===== src/rtl/spi_wb_bridge.sv =====
// ---------------------------------------------------------------------------
// spi_wb_bridge
// SPI slave (mode 0, MSB first) acting as a single-beat Wishbone master.
// Frames: CMD (0x02 write / 0x03 read), ADRH, ADRL, then data bytes with
// address auto-increment. Reads are prefetched: the first byte after ADRL
// is a 0x00 dummy, byte N returns mem[A+N-1].
//
// Ports
//   I_wb_clk            system / Wishbone clock (SCK must be <= clk/8)
//   I_rst_n             asynchronous active-low reset
//   I_spi_sck/cs_n/mosi SPI inputs, oversampled through SYNC_STAGES flops
//   O_spi_miso          SPI data out
//   O_wb_adr/dat/we/stb/cyc, I_wb_ack, I_wb_dat  Wishbone master port
//   O_busy              Wishbone cycle outstanding
//   O_err               sticky error (overrun, underrun, timeout); cleared
//                       on CS_n falling edge
//
// Optional feature: define SPI_WB_TIMEOUT_EN to abort a Wishbone cycle
// after TIMEOUT_CYCLES clocks without ack (read data then reads as 0xFF).
// ---------------------------------------------------------------------------
module spi_wb_bridge #(
   parameter int SYNC_STAGES    = 2,
   parameter int TIMEOUT_CYCLES = 255
) (
   input  logic        I_wb_clk,
   input  logic        I_rst_n,
   input  logic        I_spi_sck,
   input  logic        I_spi_cs_n,
   input  logic        I_spi_mosi,
   output logic        O_spi_miso,
   output logic [15:0] O_wb_adr,
   output logic [7:0]  O_wb_dat,
   output logic        O_wb_we,
   output logic        O_wb_stb,
   output logic        O_wb_cyc,
   input  logic        I_wb_ack,
   input  logic [7:0]  I_wb_dat,
   output logic        O_busy,
   output logic        O_err
);

   typedef enum logic [2:0] {F_IDLE, F_CMD, F_ADRH, F_ADRL, F_WDATA, F_RDATA, F_IGNORE} f_state_e;
   typedef enum logic {W_IDLE, W_REQ} w_state_e;

   // ---------------- input synchronizers and edge detect ----------------
   logic [SYNC_STAGES-1:0] sck_sync_q, cs_sync_q, mosi_sync_q;
   logic sck_prev_q, cs_prev_q;
   logic sck_s, cs_s, mosi_s, sck_rise, sck_fall, cs_fall;

   always_ff @(posedge I_wb_clk or negedge I_rst_n) begin
      if (!I_rst_n) begin
         sck_sync_q  <= '0;
         cs_sync_q   <= '1;   // idle deselected, so reset release never fakes a CS fall
         mosi_sync_q <= '0;
         sck_prev_q  <= 1'b0;
         cs_prev_q   <= 1'b1;
      end else begin
         sck_sync_q  <= {sck_sync_q[SYNC_STAGES-2:0], I_spi_sck};
         cs_sync_q   <= {cs_sync_q[SYNC_STAGES-2:0], I_spi_cs_n};
         mosi_sync_q <= {mosi_sync_q[SYNC_STAGES-2:0], I_spi_mosi};
         sck_prev_q  <= sck_s;
         cs_prev_q   <= cs_s;
      end
   end

   assign sck_s    = sck_sync_q[SYNC_STAGES-1];
   assign cs_s     = cs_sync_q[SYNC_STAGES-1];
   assign mosi_s   = mosi_sync_q[SYNC_STAGES-1];
   assign sck_rise = sck_s & ~sck_prev_q;
   assign sck_fall = ~sck_s & sck_prev_q;
   assign cs_fall  = ~cs_s & cs_prev_q;

   // ---------------- state ----------------
   f_state_e f_state_q, f_state_d;
   w_state_e w_state_q, w_state_d;
   logic [2:0]  bit_cnt_q, bit_cnt_d;
   logic [7:0]  rx_q, rx_d, tx_q, tx_d, buf_q, buf_d, rd_data_q, rd_data_d;
   logic [15:0] addr_q, addr_d, adr_q, adr_d;
   logic [7:0]  dat_q, dat_d;
   logic miso_q, miso_d, is_rd_q, is_rd_d, buf_full_q, buf_full_d;
   logic rd_req_q, rd_req_d, rd_valid_q, rd_valid_d, err_q, err_d;
   logic cyc_q, cyc_d, we_q, we_d;

   // Engine -> frame bookkeeping strobes
   logic start_wr, start_rd, wr_ack, rd_done, to_abort, to_hit;
   logic [7:0] rd_done_dat;
   logic [7:0] byte_w;

   assign byte_w = {rx_q[6:0], mosi_s};

`ifdef SPI_WB_TIMEOUT_EN
   localparam int TO_W = (TIMEOUT_CYCLES > 255) ? $clog2(TIMEOUT_CYCLES + 1) : 8;
   logic [TO_W-1:0] to_cnt_q;

   // Counts cycles spent in W_REQ; the abort fires in the TIMEOUT_CYCLES-th one.
   always_ff @(posedge I_wb_clk or negedge I_rst_n) begin
      if (!I_rst_n)                to_cnt_q <= '0;
      else if (w_state_q == W_REQ) to_cnt_q <= to_cnt_q + TO_W'(1);
      else                         to_cnt_q <= '0;
   end
   assign to_hit = (to_cnt_q == TO_W'(TIMEOUT_CYCLES - 1));
`else
   assign to_hit = 1'b0;
`endif

   // ---------------- registers ----------------
   always_ff @(posedge I_wb_clk or negedge I_rst_n) begin
      if (!I_rst_n) begin
         f_state_q  <= F_IDLE;
         w_state_q  <= W_IDLE;
         bit_cnt_q  <= '0;
         rx_q       <= '0;
         tx_q       <= '0;
         buf_q      <= '0;
         rd_data_q  <= '0;
         addr_q     <= '0;
         adr_q      <= '0;
         dat_q      <= '0;
         miso_q     <= 1'b0;
         is_rd_q    <= 1'b0;
         buf_full_q <= 1'b0;
         rd_req_q   <= 1'b0;
         rd_valid_q <= 1'b0;
         err_q      <= 1'b0;
         cyc_q      <= 1'b0;
         we_q       <= 1'b0;
      end else begin
         f_state_q  <= f_state_d;
         w_state_q  <= w_state_d;
         bit_cnt_q  <= bit_cnt_d;
         rx_q       <= rx_d;
         tx_q       <= tx_d;
         buf_q      <= buf_d;
         rd_data_q  <= rd_data_d;
         addr_q     <= addr_d;
         adr_q      <= adr_d;
         dat_q      <= dat_d;
         miso_q     <= miso_d;
         is_rd_q    <= is_rd_d;
         buf_full_q <= buf_full_d;
         rd_req_q   <= rd_req_d;
         rd_valid_q <= rd_valid_d;
         err_q      <= err_d;
         cyc_q      <= cyc_d;
         we_q       <= we_d;
      end
   end

   // ---------------- Wishbone engine ----------------
   always_comb begin
      w_state_d   = w_state_q;
      cyc_d       = cyc_q;
      we_d        = we_q;
      adr_d       = adr_q;
      dat_d       = dat_q;
      start_wr    = 1'b0;
      start_rd    = 1'b0;
      wr_ack      = 1'b0;
      rd_done     = 1'b0;
      to_abort    = 1'b0;
      rd_done_dat = I_wb_dat;
      case (w_state_q)
         W_IDLE: begin
            // Pending write wins so bytes land in the order they arrived.
            if (buf_full_q) begin
               start_wr  = 1'b1;
               w_state_d = W_REQ;
               cyc_d     = 1'b1;
               we_d      = 1'b1;
               adr_d     = addr_q;
               dat_d     = buf_q;
            end else if (rd_req_q) begin
               start_rd  = 1'b1;
               w_state_d = W_REQ;
               cyc_d     = 1'b1;
               we_d      = 1'b0;
               adr_d     = addr_q;
            end
         end
         W_REQ: begin
            if (I_wb_ack) begin
               w_state_d = W_IDLE;
               cyc_d     = 1'b0;
               wr_ack    = we_q;
               rd_done   = ~we_q;
            end else if (to_hit) begin
               w_state_d   = W_IDLE;
               cyc_d       = 1'b0;
               to_abort    = 1'b1;
               rd_done     = ~we_q;
               rd_done_dat = 8'hFF;
            end
         end
         default: w_state_d = W_IDLE;
      endcase
   end

   // ---------------- frame FSM / shift registers ----------------
   always_comb begin
      f_state_d  = f_state_q;
      bit_cnt_d  = bit_cnt_q;
      rx_d       = rx_q;
      tx_d       = tx_q;
      buf_d      = buf_q;
      rd_data_d  = rd_data_q;
      addr_d     = addr_q;
      miso_d     = miso_q;
      is_rd_d    = is_rd_q;
      buf_full_d = buf_full_q;
      rd_req_d   = rd_req_q;
      rd_valid_d = rd_valid_q;
      err_d      = err_q;

      // Engine bookkeeping first; frame events below may override.
      if (start_wr) buf_full_d = 1'b0;
      if (start_rd) rd_req_d = 1'b0;
      if (wr_ack)   addr_d = addr_q + 16'd1;
      if (rd_done) begin
         rd_valid_d = 1'b1;
         rd_data_d  = rd_done_dat;
      end

      if (cs_s) begin
         // Deselect aborts the frame; a byte completing now is discarded.
         f_state_d  = F_IDLE;
         bit_cnt_d  = '0;
         miso_d     = 1'b0;
         rd_req_d   = 1'b0;
         rd_valid_d = 1'b0;
      end else if (cs_fall) begin
         err_d     = 1'b0;
         f_state_d = F_CMD;
         bit_cnt_d = '0;
         tx_d      = 8'h00;
         miso_d    = 1'b0;      // bit 7 of the first (all-zero) response byte
      end else if (f_state_q != F_IDLE) begin
         // tx_q holds the not-yet-presented bits, MSB aligned.
         if (sck_fall) begin
            miso_d = tx_q[7];
            tx_d   = {tx_q[6:0], 1'b0};
         end
         if (sck_rise) begin
            rx_d      = byte_w;
            bit_cnt_d = bit_cnt_q + 3'd1;
            if (bit_cnt_q == 3'd7) begin
               tx_d = 8'h00;
               case (f_state_q)
                  F_CMD: begin
                     if (byte_w == 8'h02) begin
                        is_rd_d   = 1'b0;
                        f_state_d = F_ADRH;
                     end else if (byte_w == 8'h03) begin
                        is_rd_d   = 1'b1;
                        f_state_d = F_ADRH;
                     end else begin
                        f_state_d = F_IGNORE;
                     end
                  end
                  F_ADRH: begin
                     addr_d[15:8] = byte_w;
                     f_state_d    = F_ADRL;
                  end
                  F_ADRL: begin
                     addr_d[7:0] = byte_w;
                     if (is_rd_q) begin
                        f_state_d  = F_RDATA;
                        rd_req_d   = 1'b1;
                        rd_valid_d = 1'b0;
                     end else begin
                        f_state_d = F_WDATA;
                     end
                  end
                  F_WDATA: begin
                     if (buf_full_d) begin
                        err_d = 1'b1;        // overrun: byte dropped
                     end else begin
                        buf_d      = byte_w;
                        buf_full_d = 1'b1;
                     end
                  end
                  F_RDATA: begin
                     if (rd_valid_q) begin
                        tx_d       = rd_data_q;
                        rd_valid_d = 1'b0;
                        addr_d     = addr_q + 16'd1;
                        rd_req_d   = 1'b1;
                     end else begin
                        // Prefetch still outstanding: it keeps running and
                        // is consumed at a later boundary.
                        tx_d  = 8'hFF;
                        err_d = 1'b1;
                     end
                  end
                  default: ;
               endcase
            end
         end
      end

      if (to_abort) err_d = 1'b1;
   end

   assign O_spi_miso = miso_q;
   assign O_wb_adr   = adr_q;
   assign O_wb_dat   = dat_q;
   assign O_wb_we    = we_q;
   assign O_wb_stb   = cyc_q;
   assign O_wb_cyc   = cyc_q;
   assign O_busy     = cyc_q;
   assign O_err      = err_q;

endmodule


===== config.mk =====
export PLATFORM = sky130hd
export DESIGN_NAME = spi_wb_bridge
export DESIGN_NICKNAME = d
export VERILOG_FILES = /design/src/rtl/spi_wb_bridge.sv
export SDC_FILE = /design/constraint.sdc
export NUM_CORES = 1
export LEC_CHECK = 0
export CAP_MARGIN = 20
export CORE_MARGIN = 4
export CORE_UTILIZATION = 45
export CTS_BUF_LIST = sky130_fd_sc_hd__clkbuf_4
export CTS_CLUSTER_DIAMETER = 50
export DETAILED_ROUTE_END_ITERATION = 6
export GPL_TIMING_DRIVEN = 0
export PLACE_DENSITY = 0.65
export SYNTH_ARGS = -nofsm -noshare
export SYNTH_HDL_FRONTEND = slang
export SYNTH_SLANG_ARGS = --single-unit

===== constraint.sdc =====
create_clock -name I_wb_clk -period 2.6 [get_ports I_wb_clk]
set_input_delay 0.52 -clock I_wb_clk [delete_from_list [all_inputs] [get_ports I_wb_clk]]
set_output_delay 0.52 -clock I_wb_clk [all_outputs]
set_load 0.05 [all_outputs]

==> results.md <==
- Filler instances: 867
- Library cells used by synthesis: 53
- Top-count cell post-synth: dfrtp_1
- Fin Setup TNS: 0 ps
- CTS Buf Count: 9
- Remaining Overflow, GRT: 0
- Initial core utilization: 46.8%
- CTS tree: done
- Ys Warns: 0
- Vias per cell: 5.60
- Status: complete, no violations
- FMAX: 424 MHz
- Final worst path period share: 90.8%
- Logic gate share of total power: 5.4%
- Initial antenna violation count: 0
- PostCTS Resize Cnt: 0
- Clock power frac: 29.9%
- Final HPWL DP: 7.21 mm
- Clock Latency Late Sink: 450 ps
- Max cap viols: 0
- Fin nets: 504
- Top_reg_cell synth: dfrtp_1
- Final Hold Vio Count: 0
- Sink Count: 94
- Drt pass-1 iters: 5
- IO buf count: 43
- Critical path type: flip-flop to flip-flop
- First-pass GRT wire length: 17.2 mm
- Reg2Reg Launch Point: bit_cnt_q[0]$_DFFE_PN0P_
- Worst-Margin Slew: 624 ps
- Layout area overhead: 16.0%
- Sequential area share after synthesis: 51.1%
- Reg clk slew, reported paths: 150 ps
- Synthesized area per cell: 10.7 sq um
- Setup bufs post-CTS: 0
- # DRC: 0
- Post-synth top area cell: dfrtp_1
- Vias in the first global route: 3,379
- Synth Net Count: 449
- DR iter-0 viols: 256
- Post-Route WL: 10.3 mm
- Routed len/inst: 16.4 um
- Max_slew headroom: 58.0%
- R2R Setup Slk: 240 ps
- Cells after synthesis: 432
- Crit. End Element: flip-flop
- Post-synthesis register bit count: 94
- Cell area after synthesis: 4610 sq um
- Final number of max-transition violations: 0
- Core area: 9860 sq um
- Leak Pwr: 2.21 nW
- Maximum fanout along the worst path: 10
- Power Total: 0.00234 W
- Largest net degree at the start of global routing: 56
- Post-synth top cells: dfrtp_1, mux2_2, nand2_1, nor2_1
- Critical R2R Capture: buf_q[1]$_DFFE_PN0P_
- Worst vdd ir: 0.213 mV
- Switching Share: 26.0%
- RSZ-0062 raised after global routing: no
- Async SR Flop Fraction: 100%
- Sw Pwr: 0.000608 W
- Clock Skew: 17.7 ps
- Number of synthesized flops with an enable pin: 0
- Die Span Y: 109 um
- GRT Overall Usage: 18.5%
- HP Class: primary input to asynchronous set/reset pin
- Setup violators final: 0
- Clock period minus worst slack: 2360 ps
- H-tree depth: 3
- Critical Path RT: 2940 ps
- CTS Hold Bufs: 0
- Area share of the largest cell type after synthesis: 49.3%
- Io pins: 44
- Flop pwr share: 64.7%
- Vias: 3,502
- GPL Wtd Cong: 0.892
- Main area contributors after synthesis: dfrtp_1, mux2_2, nand2_1, xor2_1, o22ai_1
- Crit path DAT: 2700 ps
- Pwr Density: 437 nW/um^2
- Clock Tree Buf Depth: 2
- Die extent in x: 109 um
- Share of cells above drive strength 1: 17.9%
- Pint: 0.00173 W
- Crit start category: flip-flop
- FP Rows: 36
- Die area: 11,900 sq um
- Root buffer cell: clkbuf_4
- Final antenna-violating net count: 0
- Antenna cell count: 0
- Reg2Reg Depth: 7
final cells by class:
cell class                      instances  area [sq um]  area share (%)
Timing Repair Buffer                   44           455            8.51
Clock inverter                          7          48.8           0.912
Clock buffer                            9          67.6            1.26
Buffer                                 27           121            2.27
Tap cell                              133           166            3.11
Multi-Input combinational cell        303          2110            39.4
Inverter                                8          30.0           0.561
Sequential cell                        94          2360            44.0
worst max-delay path: stages, from the launching register on:
cell and delay (ps):
dfrtp_1 400, ha_1 160, ha_1 180, and3b_1 170, buf_2 170, nand3_4 160
nor4b_4 610, mux2_2 400
power by group through the flow:
| stage | combinational (W) | clock [W] | sequential (W) |
|---|---|---|---|
| 2_1_floorplan | 0.0000601 | 0 | 0.00153 |
| 3_3_place_gp | 0.000120 | 0 | 0.00154 |
| 3_5_place_dp | 0.000128 | 0 | 0.00154 |
| 4_1_cts | 0.000128 | 0.000732 | 0.00151 |
| 5_1_grt | 0.000141 | 0.000796 | 0.00152 |
| 6_report | 0.000126 | 0.000700 | 0.00151 |
flip-flops by register name, indices dropped and copies added (netlist names), 2 cells and up:
register     count
tx_q             8
buf_q            8
f_state_q        3
O_wb_adr        16
bit_cnt_q        3
rd_data_q        8
O_wb_dat         8
sck_sync_q       2
addr_q          16
mosi_sync_q      2
rx_q             7
cs_sync_q        2
worst max path at each step:
stage,endpoint,start,cells past startpoint,slack [ps]
floorplan,addr_q[15]$_DFF_PN0_,O_wb_we$_DFFE_PN0P_,5,550
global placement,O_wb_dat[2]$_DFFE_PN0P_,I_rst_n,1,-2480
detailed placement,addr_q[15]$_DFF_PN0_,I_wb_ack,6,-80
CTS,buf_q[0]$_DFFE_PN0P_,bit_cnt_q[0]$_DFFE_PN0P_,7,180
global route,buf_q[4]$_DFFE_PN0P_,bit_cnt_q[0]$_DFFE_PN0P_,7,80
finish,buf_q[1]$_DFFE_PN0P_,bit_cnt_q[0]$_DFFE_PN0P_,7,240
routing by layer:
metal	wire [um]	part of all wire [%]	GRT usage [%]	vias to the layer above
li1	-	-	-	1669
met5	0	0	0	-
met2	4610	45	26.6	79
met1	5090	50	28.3	1743
met3	419	4.1	3.20	11
met4	140	1.4	5.88	0
cell families after synthesis:
family / synth area share, %
XOR/XNOR: 4.75
multiplexers: 12.1
AO/OA/AOI/OAI: 12.9
buffers and inverters: 3.28
adder cells (fa/ha/maj): 0.814
flip-flops: 51.1
AND/OR/NAND/NOR: 15.1
stage by stage:
stage	hold slack, ps	instances	utilization [%]	cell area, sq um	worst slack [ps]
after floorplan	224	432	-	4610	555
after global placement	331	608	52.8	5210	-2480
after detailed placement	336	609	53.1	5240	-78.4
after CTS	35.5	625	54.3	5350	181
after global routing	33.4	625	54.3	5350	84.9
final	25.2	625	54.3	5350	239
placed cells by master (no fill, tap or decap), types with 2 or more instances in the layout:
cell / instances
nor3_1: 12
or2_2: 3
clkinvlp_4: 4
nand2_1: 45
o31ai_1: 4
xnor2_1: 10
a41o_1: 2
or3_1: 2
nor4_1: 6
buf_1: 2
clkinv_2: 2
dfstp_2: 3
a21oi_1: 19
clkbuf_1: 15
and3b_1: 2
inv_1: 8
o21ai_0: 19
nand4_1: 3
o21bai_1: 2
and4b_1: 2
ha_1: 3
clkdlybuf4s50_1: 42
o22ai_1: 18
xor2_1: 15
dfrtp_1: 91
nand3_1: 9
buf_2: 7
buf_4: 4
nand2b_1: 11
mux2i_1: 3
o211ai_1: 3
and3_1: 3
mux2_2: 47
a31oi_1: 3
clkbuf_4: 9
nor3b_1: 2
nor2_1: 23
a22oi_1: 13
Note: power is estimated with default switching activity, not from simulation.
